==> config.mk <==
export PLATFORM = sky130hd
export DESIGN_NAME = alu_div
export DESIGN_NICKNAME = d
export VERILOG_FILES = /design/src/rtl/alu_div.sv
export SDC_FILE = /design/constraint.sdc
export NUM_CORES = 1
export LEC_CHECK = 0
export ABC_CLOCK_PERIOD_IN_PS = 3000
export CELL_PAD_IN_SITES_DETAIL_PLACEMENT = 0
export CELL_PAD_IN_SITES_GLOBAL_PLACEMENT = 2
export CORE_MARGIN = 1.5
export CORE_UTILIZATION = 33
export DETAILED_ROUTE_END_ITERATION = 16
export GPL_TIMING_DRIVEN = 0
export PLACE_DENSITY_LB_ADDON = 0.12
export SETUP_SLACK_MARGIN = 0.5
export SLEW_MARGIN = 30
export SYNTH_ARGS = -nofsm -noshare
export SYNTH_HDL_FRONTEND = slang
export SYNTH_SLANG_ARGS = --single-unit
==> constraint.sdc <==
create_clock -name clk -period 3 [get_ports clk]
set_clock_uncertainty 0.05 [all_clocks]
set_input_delay 0.75 -clock clk [delete_from_list [all_inputs] [get_ports clk]]
set_output_delay 0.75 -clock clk [all_outputs]
set_load 0.01 [all_outputs]
==> src/rtl/alu_div.sv <==
// alu_div: sequential restoring divider (32/16 wide, 16/8 byte) for the execution unit.
// Signed DIV is available only when ALU_DIV_SIGNED_EN is defined; otherwise every request is DIVU.
module alu_div (
  input  logic        clk,
  input  logic        reset_n,
  input  logic        start,
  input  logic        signed_div,
  input  logic        wide,
  input  logic [31:0] dividend,
  input  logic [15:0] divisor,
  output logic        busy,
  output logic        done,
  output logic        div_error,
  output logic [15:0] quotient,
  output logic [15:0] remainder
);

  typedef enum logic [1:0] {
    ST_IDLE = 2'd0,
    ST_CALC = 2'd1,
    ST_FIX  = 2'd2,
    ST_DONE = 2'd3
  } state_e;

  state_e      state_q;
  logic        wide_q;
  logic        sgn_q;
  logic        dvd_neg_q;
  logic        quo_neg_q;
  logic [4:0]  cnt_q;
  logic [15:0] dvs_q;
  logic [15:0] rem_q;
  logic [15:0] lo_q;
  logic        busy_q;
  logic        done_q;
  logic        err_q;
  logic [15:0] quo_q;
  logic [15:0] rmd_q;

  logic sgn_s;
`ifdef ALU_DIV_SIGNED_EN
  assign sgn_s = signed_div;
`else
  logic unused_signed_div_s;
  assign unused_signed_div_s = signed_div;
  assign sgn_s = 1'b0;
`endif

  logic        dvd_neg_s;
  logic        dvs_neg_s;
  logic        dvs_zero_s;
  logic        ovf_s;
  logic [31:0] dvd_mag_s;
  logic [15:0] dvs_mag_s;
  logic [15:0] hi_s;
  logic [15:0] lo_init_s;

  // Request decode: operand magnitudes plus the divide-by-zero and early overflow checks.
  always_comb begin
    dvd_neg_s = sgn_s & (wide ? dividend[31] : dividend[15]);
    dvs_neg_s = sgn_s & (wide ? divisor[15] : divisor[7]);
    if (wide) begin
      dvd_mag_s  = dvd_neg_s ? (32'd0 - dividend) : dividend;
      dvs_mag_s  = dvs_neg_s ? (16'd0 - divisor) : divisor;
      hi_s       = dvd_mag_s[31:16];
      lo_init_s  = dvd_mag_s[15:0];
      dvs_zero_s = (divisor == 16'd0);
    end else begin
      dvd_mag_s  = {16'd0, (dvd_neg_s ? (16'd0 - dividend[15:0]) : dividend[15:0])};
      dvs_mag_s  = {8'd0, (dvs_neg_s ? (8'd0 - divisor[7:0]) : divisor[7:0])};
      hi_s       = {8'd0, dvd_mag_s[15:8]};
      // Byte low half is left-aligned so both modes shift out of lo_q[15].
      lo_init_s  = {dvd_mag_s[7:0], 8'd0};
      dvs_zero_s = (divisor[7:0] == 8'd0);
    end
    ovf_s = (hi_s >= dvs_mag_s);
  end

  logic [16:0] shl_s;
  logic [16:0] diff_s;
  logic        qbit_s;
  logic [15:0] rem_d;
  logic [15:0] lo_d;

  // One restoring step: shift in the next dividend bit and trial-subtract the divisor.
  always_comb begin
    shl_s  = {rem_q, lo_q[15]};
    diff_s = shl_s - {1'b0, dvs_q};
    qbit_s = ~diff_s[16];
    rem_d  = qbit_s ? diff_s[15:0] : shl_s[15:0];
    lo_d   = {lo_q[14:0], qbit_s};
  end

  logic [15:0] qmag_s;
  logic [15:0] quo_fix_s;
  logic [15:0] rmd_fix_s;
  logic [15:0] lim_s;
  logic        range_err_s;

  // Sign fix-up and signed range check of the finished magnitudes.
  always_comb begin
    if (wide_q) begin
      qmag_s    = lo_q;
      quo_fix_s = quo_neg_q ? (16'd0 - lo_q) : lo_q;
      rmd_fix_s = dvd_neg_q ? (16'd0 - rem_q) : rem_q;
      lim_s     = 16'h8000;
    end else begin
      qmag_s    = {8'd0, lo_q[7:0]};
      quo_fix_s = {8'd0, (quo_neg_q ? (8'd0 - lo_q[7:0]) : lo_q[7:0])};
      rmd_fix_s = {8'd0, (dvd_neg_q ? (8'd0 - rem_q[7:0]) : rem_q[7:0])};
      lim_s     = 16'h0080;
    end
    if (!sgn_q) begin
      range_err_s = 1'b0;
    end else if (quo_neg_q) begin
      range_err_s = (qmag_s > lim_s);
    end else begin
      range_err_s = (qmag_s >= lim_s);
    end
  end

  // Control FSM with registered status and result outputs.
  always_ff @(posedge clk or negedge reset_n) begin
    if (!reset_n) begin
      state_q   <= ST_IDLE;
      wide_q    <= 1'b0;
      sgn_q     <= 1'b0;
      dvd_neg_q <= 1'b0;
      quo_neg_q <= 1'b0;
      cnt_q     <= 5'd0;
      dvs_q     <= 16'd0;
      rem_q     <= 16'd0;
      lo_q      <= 16'd0;
      busy_q    <= 1'b0;
      done_q    <= 1'b0;
      err_q     <= 1'b0;
      quo_q     <= 16'd0;
      rmd_q     <= 16'd0;
    end else begin
      done_q <= 1'b0;
      case (state_q)
        ST_IDLE, ST_DONE: begin
          if (start) begin
            wide_q    <= wide;
            sgn_q     <= sgn_s;
            dvd_neg_q <= dvd_neg_s;
            quo_neg_q <= dvd_neg_s ^ dvs_neg_s;
            dvs_q     <= dvs_mag_s;
            rem_q     <= hi_s;
            lo_q      <= lo_init_s;
            if (dvs_zero_s || ovf_s) begin
              state_q <= ST_DONE;
              done_q  <= 1'b1;
              err_q   <= 1'b1;
            end else begin
              state_q <= ST_CALC;
              busy_q  <= 1'b1;
              err_q   <= 1'b0;
              cnt_q   <= wide ? 5'd16 : 5'd8;
            end
          end else begin
            state_q <= ST_IDLE;
          end
        end
        ST_CALC: begin
          rem_q <= rem_d;
          lo_q  <= lo_d;
          cnt_q <= cnt_q - 5'd1;
          if (cnt_q == 5'd1) begin
            state_q <= ST_FIX;
          end else begin
            state_q <= ST_CALC;
          end
        end
        ST_FIX: begin
          state_q <= ST_DONE;
          busy_q  <= 1'b0;
          done_q  <= 1'b1;
          if (range_err_s) begin
            err_q <= 1'b1;
          end else begin
            quo_q <= quo_fix_s;
            rmd_q <= rmd_fix_s;
          end
        end
        default: begin
          state_q <= ST_IDLE;
          busy_q  <= 1'b0;
        end
      endcase
    end
  end

  assign busy      = busy_q;
  assign done      = done_q;
  assign div_error = err_q;
  assign quotient  = quo_q;
  assign remainder = rmd_q;

endmodule
==> metrics, run 1 <==
Buf+Inv Stages, Crit Path 1; Via density 5.18; HP Class in -> async; Synth warnings 0; port bufs 85; Worst setup EP type flip-flop; worst slew pin tran 0.698 ns; initial antenna violation count 0; depth of the most critical reg-to-reg path 10; drt first pass iters 4; R2R Path End rem_q[10]; setup violators final 0; post-route insts no fill 963; CTS tree yes; maximum VDD drop 638 uV; CP max stage cell dfrtp_2; Die Wd 133 um; share of layout cells above drive strength 1 20.7%; WL final 18500 um; synthesized netlist cell count 619; core footprint 16500 um2; crit-path leading delay family compound AO/OA/AOI/OAI gates; area of the mapped netlist 5540 um2; Async SR Flop Fraction 100%; CP max stage delay 0.46 ns; Clk pin slew, worst setup/hold paths 0.07 ns; worst-skew pair later-pin latency 0.36 ns; gr usage total 22.0%; Top Metal Used met4; first-pass GRT wire length 29400 um; CTS Buf Count 9; die area 17600 um2; DRT iter0 DRCs 213; Post-synth EDFFs 0; status completed; routed wl met2 8510 um; Syn Nets 709; RSZ-0062 raised after global routing yes; detailed-route via count 4984; clk root buf clkbuf_16; area grow syn2layout 39.3%; Wirelength per Cell 19.2 um; GP Congestion 0.838; PwrDens 1240 nW/um2; #FFs+latches synth 91; DRC viols 0; Top FF cell, synth dfrtp_1; IO Pins 88; Worst Path Max Fanout 7; site row count 47; FF-to-FF setup slack 0.29 ns; Max-cap violations 0; Final Max Tran Viols 0; CTS sink cnt 91; FMAX 369 MHz; most common cell after layout, fill and taps aside dfrtp_1; Synth area leader dfrtp_1; largest net degree at the start of global routing 53; H-tree depth 3; dpl cells 925; kind of critical path reg -> reg; GRT Residual Overflow 0; register area share after synthesis 41.1%; most frequent cells in the layout dfrtp_1 (88), clkdlybuf4s50_1 (65), inv_1 (53), o21ai_0 (52), nand2_1 (51); Vert. Die Dim 133 um; worst relative slew slack 53.5%; Worst setup SP type flip-flop; CP cell instances ha_2, a21oi_1, o21ai_1, or3_4, o21a_1, o211ai_4, buf_8, mux2i_4, a211oi_2, a21o_1; Area contributors post-synth dfrtp_1 (41%), ha_1 (8.1%), o21ai_0 (5.1%); hold slack final 0.254 ns; vias in the first global route 5120; initial core utilization 33.7%; Netlist cell types 52; worst-case clock buffer depth 2; Area after DPL 6800 um2; Antenna diodes 0; syn_area_per_cell 8.95 um2; Final HPWL DP 13700 um; post-route ant nets 0; Yosys top cell area share 41.1%; Filler Cell Count 1616; Setup TNS Final 0 ns; LEAKAGE 3.27 nW; Routed met1 length 8890 um; cell area after layout 7720 um2; WP data required 3.21 ns; final-report hold violation count 0; RR Startpoint rem_q[8]; Final Cycle Share 90.4%; fin crit period 2.71 ns; WP data arrival 2.92 ns; NumNets Final 828; met3 routed WL 651 um
[report_power, final]
part	leakage (nW)	switching (mW)	internal, mW	total, mW
logic	2.02	3.48	2.70	6.17
registers	1.11	0.425	1.82	2.25
clock network	0.143	0.535	0.617	1.15
total	3.27	4.44	5.14	9.57
[flip-flops by register name, summed over array words and instances, names as in the netlist]
name	count
done	1
rem_q	16
dvs_q	16
lo_q	16
remainder	16
div_error	1
wide_q	1
quotient	16
cnt_q	5
state_q	2
busy	1
[worst reg2reg max path: cells and delay by family, from the launching register on]
family                     cells  cell delay [ns]
muxes                          1             0.24
adders and majority gates      1             0.33
buffers and inverters          1             0.19
DFF                            1             0.46
AOI/OAI and AO/OA              6             0.99
and+or+nand+nor                1             0.36
[per-stage QoR]
step / total power [mW] / worst slack [ns] / util [%]
detailed placement: 7.61 / -0.249 / 41.3
finish: 9.57 / 0.287 / 46.9
global placement: 7.54 / -2.60 / 41.1
global route: 10.4 / 0.154 / 46.9
floorplan: 5.77 / 0.135 / -
CTS: 9.27 / 0.206 / 45.5
[cell type report]
class	instances	area, um2	area share, %
inverters	55	206	2.68
well taps	220	275	3.57
repair buffers	108	1060	13.7
flip-flops and latches	91	2280	29.6
clock inverters	5	42.5	0.551
clock buffers	11	253	3.27
plain buffers	32	246	3.19
multi-input cells	441	3350	43.4
[kinds of logic after synthesis]
group	Yosys count	share of synthesized area [%]
DFF	91	41.1
AOI/OAI and AO/OA	173	19.5
xor gates and xnor gates	10	1.58
and+or+nand+nor	181	15.3
muxes	40	7.74
adders and majority gates	37	8.49
buffers and inverters	87	6.34
[synth_stat cells, types with 2 or more instances]
cell,count
nor2_1,45
and3_1,3
nor2b_1,10
o31a_1,2
nand3_1,23
nor3_1,7
nand2_1,60
o21ai_0,57
or4_1,3
a21boi_0,4
o2bb2ai_1,3
xnor2_1,9
a22o_1,2
buf_6,3
o2111ai_1,3
buf_2,2
a211oi_1,11
buf_1,4
o21ai_1,5
or2_2,2
ha_1,36
o211ai_1,5
a221oi_1,10
nand4_1,4
o221ai_1,2
clkbuf_1,23
o21a_1,10
o22ai_1,10
nor4_1,3
a21o_1,5
dfrtp_1,91
and2b_1,2
a31oi_1,6
and2_1,9
mux2i_1,17
or3_1,3
inv_1,54
nand2b_1,3
a21oi_1,33
mux2_2,23
[routing by layer]
| layer | global-route usage, % | up-vias |
|---|---|---|
| met1 | 30.3 | 2424 |
| met2 | 35.4 | 115 |
| met5 | 0 | - |
| met4 | 7.45 | 0 |
| met3 | 3.45 | 27 |
| li1 | - | 2418 |
[worst max path at each step]
| stage | slack [ns] | startpoint | endpoint | cells after the start |
|---|---|---|---|---|
| after floorplan | 0.14 | wide | cnt_q[4] | 12 |
| after global placement | -2.60 | reset_n | lo_q[3] | 1 |
| after detailed placement | -0.25 | dividend[16] | busy | 11 |
| after CTS | 0.21 | dvs_q[0] | rem_q[9] | 11 |
| after global routing | 0.15 | lo_q[15] | rem_q[10] | 12 |
| final | 0.29 | rem_q[8] | rem_q[10] | 10 |
[repair_timing]
action | CTS | global route
pin swaps | 30 | 14
cloned | 1 | 0
buffers inserted | 16 | 5
setup endpoints to repair | 34 | 52
hold buffers | 0 | 0
gates resized for setup | 73 | 53
(Power assumes the default switching activity.)
==> inputs of run 2 (changes only) <==
--- a/config.mk
+++ b/config.mk
@@ -7,3 +7,3 @@
 export LEC_CHECK = 0
-export ABC_CLOCK_PERIOD_IN_PS = 3000
+export ABC_CLOCK_PERIOD_IN_PS = 3500
 export CELL_PAD_IN_SITES_DETAIL_PLACEMENT = 0
@@ -11,3 +11,3 @@
 export CORE_MARGIN = 1.5
-export CORE_UTILIZATION = 33
+export CORE_UTILIZATION = 36
 export DETAILED_ROUTE_END_ITERATION = 16
==> constraint.sdc (replaced) <==
create_clock -name clk -period 3.5 [get_ports clk]
set_clock_uncertainty 0.05 [all_clocks]
set_input_delay 0.875 -clock clk [delete_from_list [all_inputs] [get_ports clk]]
set_output_delay 0.875 -clock clk [all_outputs]
set_load 0.02 [all_outputs]
==> metrics, run 2 (same netlist as run 1, synthesis figures left out) <==
status completed; port bufs 85 (unchanged); drt first pass iters 6 (+2); die area 16100 um2 (-8.1%); worst relative slew slack 49.9% (-3.5 points); FMAX 346 MHz (-6.1%); Die Wd 127 um (-4.2%); busiest grt layer met2; Final Cycle Share 82.6% (-7.9 points); R2R Path End rem_q[10]; post-route ant nets 0 (unchanged); IO Pins 88 (unchanged); Worst setup EP type flip-flop; HP Class in -> async; largest net degree at the start of global routing 54 (+1.9%); H-tree depth 3 (unchanged); LEAKAGE 3.02 nW (-7.6%); most frequent cells in the layout dfrtp_1 (91), clkdlybuf4s50_1 (83), nand2_1 (60), o21ai_0 (55), inv_1 (54); initial core utilization 36.7% (+3.1 points); Wirelength per Cell 19.4 um (+1.2%); maximum VDD drop 423 uV (-34%); core footprint 15100 um2 (-8.4%); setup violators final 0 (unchanged); worst slack, placed 0.126 ns (+0.375 ns); site row count 45 (-4.3%); Post-CTS Hold Buffers 0 (unchanged); Via density 5.39 (+4.1%); GRT Residual Overflow 0 (unchanged); detailed-route via count 4918 (-1.3%); FF-to-FF setup slack 0.61 ns (+0.32 ns); DRT iter0 DRCs 263 (+23%); depth of the most critical reg-to-reg path 12 (+2); WL final 17700 um (-4.0%); vias in the first global route 4883 (-4.6%); kind of critical path reg -> reg; fin crit period 2.89 ns (+0.177 ns); gr usage total 22.4% (+0.41 points); Area after DPL 6730 um2 (-1.1%); clk root buf clkbuf_16; first-pass GRT wire length 27500 um (-6.4%); Clk pin slew, worst setup/hold paths 0.07 ns (about the same); PwrDens 1110 nW/um2 (-11%); DRC viols 0 (unchanged); RSZ-0062 raised after global routing no; worst-skew pair later-pin latency 0.35 ns (about the same); final-report hold violation count 0 (unchanged); CTS sink cnt 91 (unchanged); most common cell after layout, fill and taps aside dfrtp_1; NumNets Final 810 (-2.2%); area grow syn2layout 30.0%; Max-cap violations 0 (unchanged); met3 Usage GRT 2.60% (-0.85 points); WP data required 3.70 ns (+0.49 ns); cell area after layout 7200 um2 (-6.7%); worst-case clock buffer depth 2 (unchanged); Worst setup SP type flip-flop; met2 usage 36.4% (+1.1 points); RR Startpoint lo_q[15]; Worst Path Max Fanout 5 (-2); final worst setup slack 0.610 ns (+0.323 ns); worst slew pin tran 0.751 ns (+0.0528 ns); WP data arrival 3.09 ns (+0.17 ns); Final HPWL DP 13200 um (-3.5%); share of layout cells above drive strength 1 11.7% (-9.0 points); GR Util met1 31.6% (+1.4 points); initial antenna violation count 0 (unchanged); GP Congestion 0.858 (+2.4%); Final Max Tran Viols 0 (unchanged); CTS Buf Count 9 (unchanged); CTS tree yes; Vert. Die Dim 127 um (-4.2%); Antenna diodes 0 (unchanged)
[run 2: cell types whose count changed in the layout (fill, tap and decap cells not counted), sizes merged]
cell           change
clkdlybuf4s50     +18
dlygate4sd2       -15
buf               -17
clkinv             -1
clkbuf             -3
inv                +3
dlymetal6s2s       -3
[run 2: timing repair]
item                       in CTS  in global routing
resized for setup               4                 29
setup buffers                   1                  2
pin swaps                       1                  9
setup endpoints to repair      18                 25
cloned                          0                  1
[run 2: how the worst max path moves through the flow]
stage          slack (ns)           to  depth (start not counted)   startpoint
2_1_floorplan        0.50     cnt_q[2]                         11         wide
3_3_place_gp        -2.18  quotient[3]                          1      reset_n
3_5_place_dp         0.13     cnt_q[4]                         11  dividend[8]
4_1_cts              0.51     cnt_q[3]                         11  dividend[8]
5_1_grt              0.50     rem_q[9]                         12     lo_q[15]
6_report             0.61    rem_q[10]                         12     lo_q[15]
[run 2: area by class of cell]
type / count / area (um2)
buffer: 32 / 190
clock buffer: 9 / 225
clock inverter: 7 / 65.1
fill: 1485 / 7890
inverter: 55 / 206
multi-input combinational: 441 / 3090
sequential: 91 / 2280
tap: 188 / 235
timing repair buffer: 90 / 910
[run 2: stage by stage]
step | instances | setup TNS, ns | total power [mW] | utilization [%] | hold WS (ns)
after global routing | 913 | 0 | 8.58 | 47.7 | 0.424
after floorplan | 619 | 0 | 5.06 | - | 0.400
after global placement | 892 | -197.16 | 6.56 | 44.4 | 0.415
after detailed placement | 893 | 0 | 6.62 | 44.6 | 0.425
after CTS | 910 | 0 | 7.67 | 46.7 | 0.405
final | 913 | 0 | 7.99 | 47.7 | 0.394
[run 2: metal layers]
metal / up-vias / share of wire [%]
li1: 2392 / -
met1: 2383 / 48
met2: 130 / 47
met3: 13 / 4.6
met4: 0 / 1.1
met5: - / 0
[run 2: power breakdown]
part	switching (mW)	internal [mW]
clock network	0.485	0.502
logic	3.00	2.10
registers	0.346	1.56
total	3.83	4.16
[run 2: worst max-delay path, cell delays in order, from the launching register on]
cell,delay [ns]
dfrtp_1,0.37
inv_1,0.07
ha_2,0.20
fa_1,0.38
and2b_2,0.28
o2111ai_4,0.16
a21oi_4,0.27
o211ai_1,0.16
o211ai_4,0.15
buf_6,0.20
mux2i_4,0.25
a211oi_1,0.09
a21o_1,0.18
==> inputs of run 3 (changes only) <==
- ABC_CLOCK_PERIOD_IN_PS: 3500 -> 2600
- CORE_UTILIZATION: 36 -> 30
- clock period: 3.5 -> 2.6 ns (I/O delays scaled with it)
==> metrics, run 3 (same netlist as run 1, synthesis figures left out) <==
Final HPWL DP 14400 um (+8.9%); worst-skew pair later-pin latency 0.36 ns (about the same); Setup TNS Final -2.18 ns (-2.18 ns); met3 Usage GRT 2.87% (+0.27 points); post-route insts no fill 993 (+8.8%); NumNets Final 849 (+4.8%); detailed-route via count 5086 (+3.4%); Comb power frac 66.0% (+2.2 points); Worst setup SP type flip-flop; Clk pin slew, worst setup/hold paths 0.07 ns (about the same); CP cell instances inv_2, buf_4, buf_4, buf_4, buf_4, buf_4, buf_4, buf_4, buf_4, buf_4, buf_4, buf_4, buf_4, buf_4, buf_4, buf_4, buf_4, buf_6, o21ai_2; Post-CTS Hold Buffers 0 (unchanged); most frequent cells in the layout dfrtp_1 (91), clkdlybuf4s50_1 (69), inv_1 (52), nand2_1 (50), o21ai_0 (45); Final Cycle Share 107% (+24 points); post-route ant nets 0 (unchanged); vias in the first global route 5138 (+5.2%); initial antenna violation count 0 (unchanged); worst slack, placed -0.645 ns (-0.770 ns); most used cell, CP buf_4; PwrDens 1490 nW/um2 (+34%); met2 usage 32.6% (-3.8 points); LEAKAGE 3.38 nW (+12%); Final Max Tran Viols 0 (unchanged); HP Class in -> async; status finished, violations left; fin crit period 2.78 ns (-0.114 ns); Sequential Power Share 22.0% (-1.8 points); internal power 6.26 mW (+50%); failing checks negative setup slack; die area 19300 um2 (+20%); worst slew pin tran 0.708 ns (-0.0428 ns); DRT iter0 DRCs 286 (+8.7%); hold slack final 0.132 ns (-0.262 ns); Design Power 11.8 mW (+48%); RSZ-0062 raised after global routing yes; GRT Residual Overflow 0 (unchanged); maximum VDD drop 540 uV (+28%); port bufs 85 (unchanged); CTS sink cnt 91 (unchanged); Net Switching 5.54 mW (+45%); crit-path leading delay family buffers and inverters; most common cell after layout, fill and taps aside dfrtp_1; IO Pins 88 (unchanged); Worst Path Max Fanout 2 (-3); first-pass GRT wire length 30700 um (+12%); Vert. Die Dim 139 um (+9.3%); largest net degree at the start of global routing 58 (+7.4%); Antenna diodes 0 (unchanged); WL final 19800 um (+12%); core footprint 18000 um2 (+19%); initial core utilization 30.7% (-6.0 points); GR Util met1 29.6% (-2.1 points); Via density 5.12 (-4.9%); gr usage total 20.8% (-1.6 points); WP data arrival 3.01 ns (-0.08 ns); clk root buf clkbuf_16; Wirelength per Cell 20.0 um (+2.8%); Clk pwr share 12.0% (-0.3 points); share of layout cells above drive strength 1 23.6% (+12 points); Die Wd 139 um (+9.3%); busiest grt layer met2; CTS tree yes; Buf+Inv Stages, Crit Path 18 (+16); setup violators final 19 (+19); worst-case clock buffer depth 2 (unchanged); site row count 49 (+8.9%); area grow syn2layout 43.2%; worst relative slew slack 52.8% (+2.9 points); CTS Buf Count 9 (unchanged); Worst setup EP type flip-flop; drt first pass iters 6 (unchanged); DRC viols 0 (unchanged); CP max stage delay 0.41 ns (+0.03 ns); H-tree depth 3 (unchanged); final worst setup slack -0.176 ns (-0.786 ns); CP max stage cell dfrtp_1; kind of critical path reg -> reg; WP data required 2.83 ns (-0.87 ns); final-report hold violation count 0 (unchanged); switching share of power 46.9% (-0.97 points); Max-cap violations 0 (unchanged); GP Congestion 0.831 (-3.1%); FMAX 360 MHz (+4.1%); dpl cells 934 (+4.6%)
-- run 3: cell type report --
cell class                 count  area, um2
sequential                    91       2280
inverter                      55        214
buffer                        32        250
clock inverter                 7       83.8
timing repair buffer         129       1250
clock buffer                   9        225
fill                        1821      10100
tap                          229        287
multi-input combinational    441       3350
-- run 3: timing repair --
action                     CTS  global route
gates cloned                 2             0
setup endpoints to repair   69            43
setup buffers               37             4
hold endpoints to repair     0             0
pin swaps                   30            14
gates resized for setup     99            30
-- run 3: path summary, 6_finish.rpt --
kind,from,end,slack (ns),cells after the start
max,lo_q[15],lo_q[15],-0.18,19
min,reset_n,dvs_q[11],0.13,1
max reg2reg,lo_q[15],lo_q[15],-0.18,19
min reg2reg,dvs_q[11],dvs_q[11],0.43,2
max in group asynchronous,reset_n,state_q[0],1.73,2
min in group clk,dvs_q[11],dvs_q[11],0.43,2
-- run 3: power groups by stage --
stage	clock network (mW)	logic (mW)	registers, mW
floorplan	0	4.21	2.77
global placement	0	6.53	2.60
detailed placement	0	6.57	2.61
CTS	1.46	7.48	2.59
global route	1.52	8.49	2.68
finish	1.42	7.79	2.59
-- run 3: worst register-to-register path, delay by kind of cell, from the launching register on --
kind | cells | cell delay [ns]
DFF | 1 | 0.41
buffers and inverters | 18 | 2.13
AOI/OAI and AO/OA | 1 | 0.11
-- run 3: metrics by stage --
step	area [um2]	util, %
after global routing	7940	44.0
final	7940	44.0
after global placement	6830	37.9
after CTS	7800	43.3
after floorplan	5690	-
after detailed placement	6860	38.1
-- run 3: per-layer routing --
layer,up-vias,routed length [um]
li1,2468,-
met1,2486,9480
met2,111,9110
met3,21,890
met4,0,332
met5,-,0
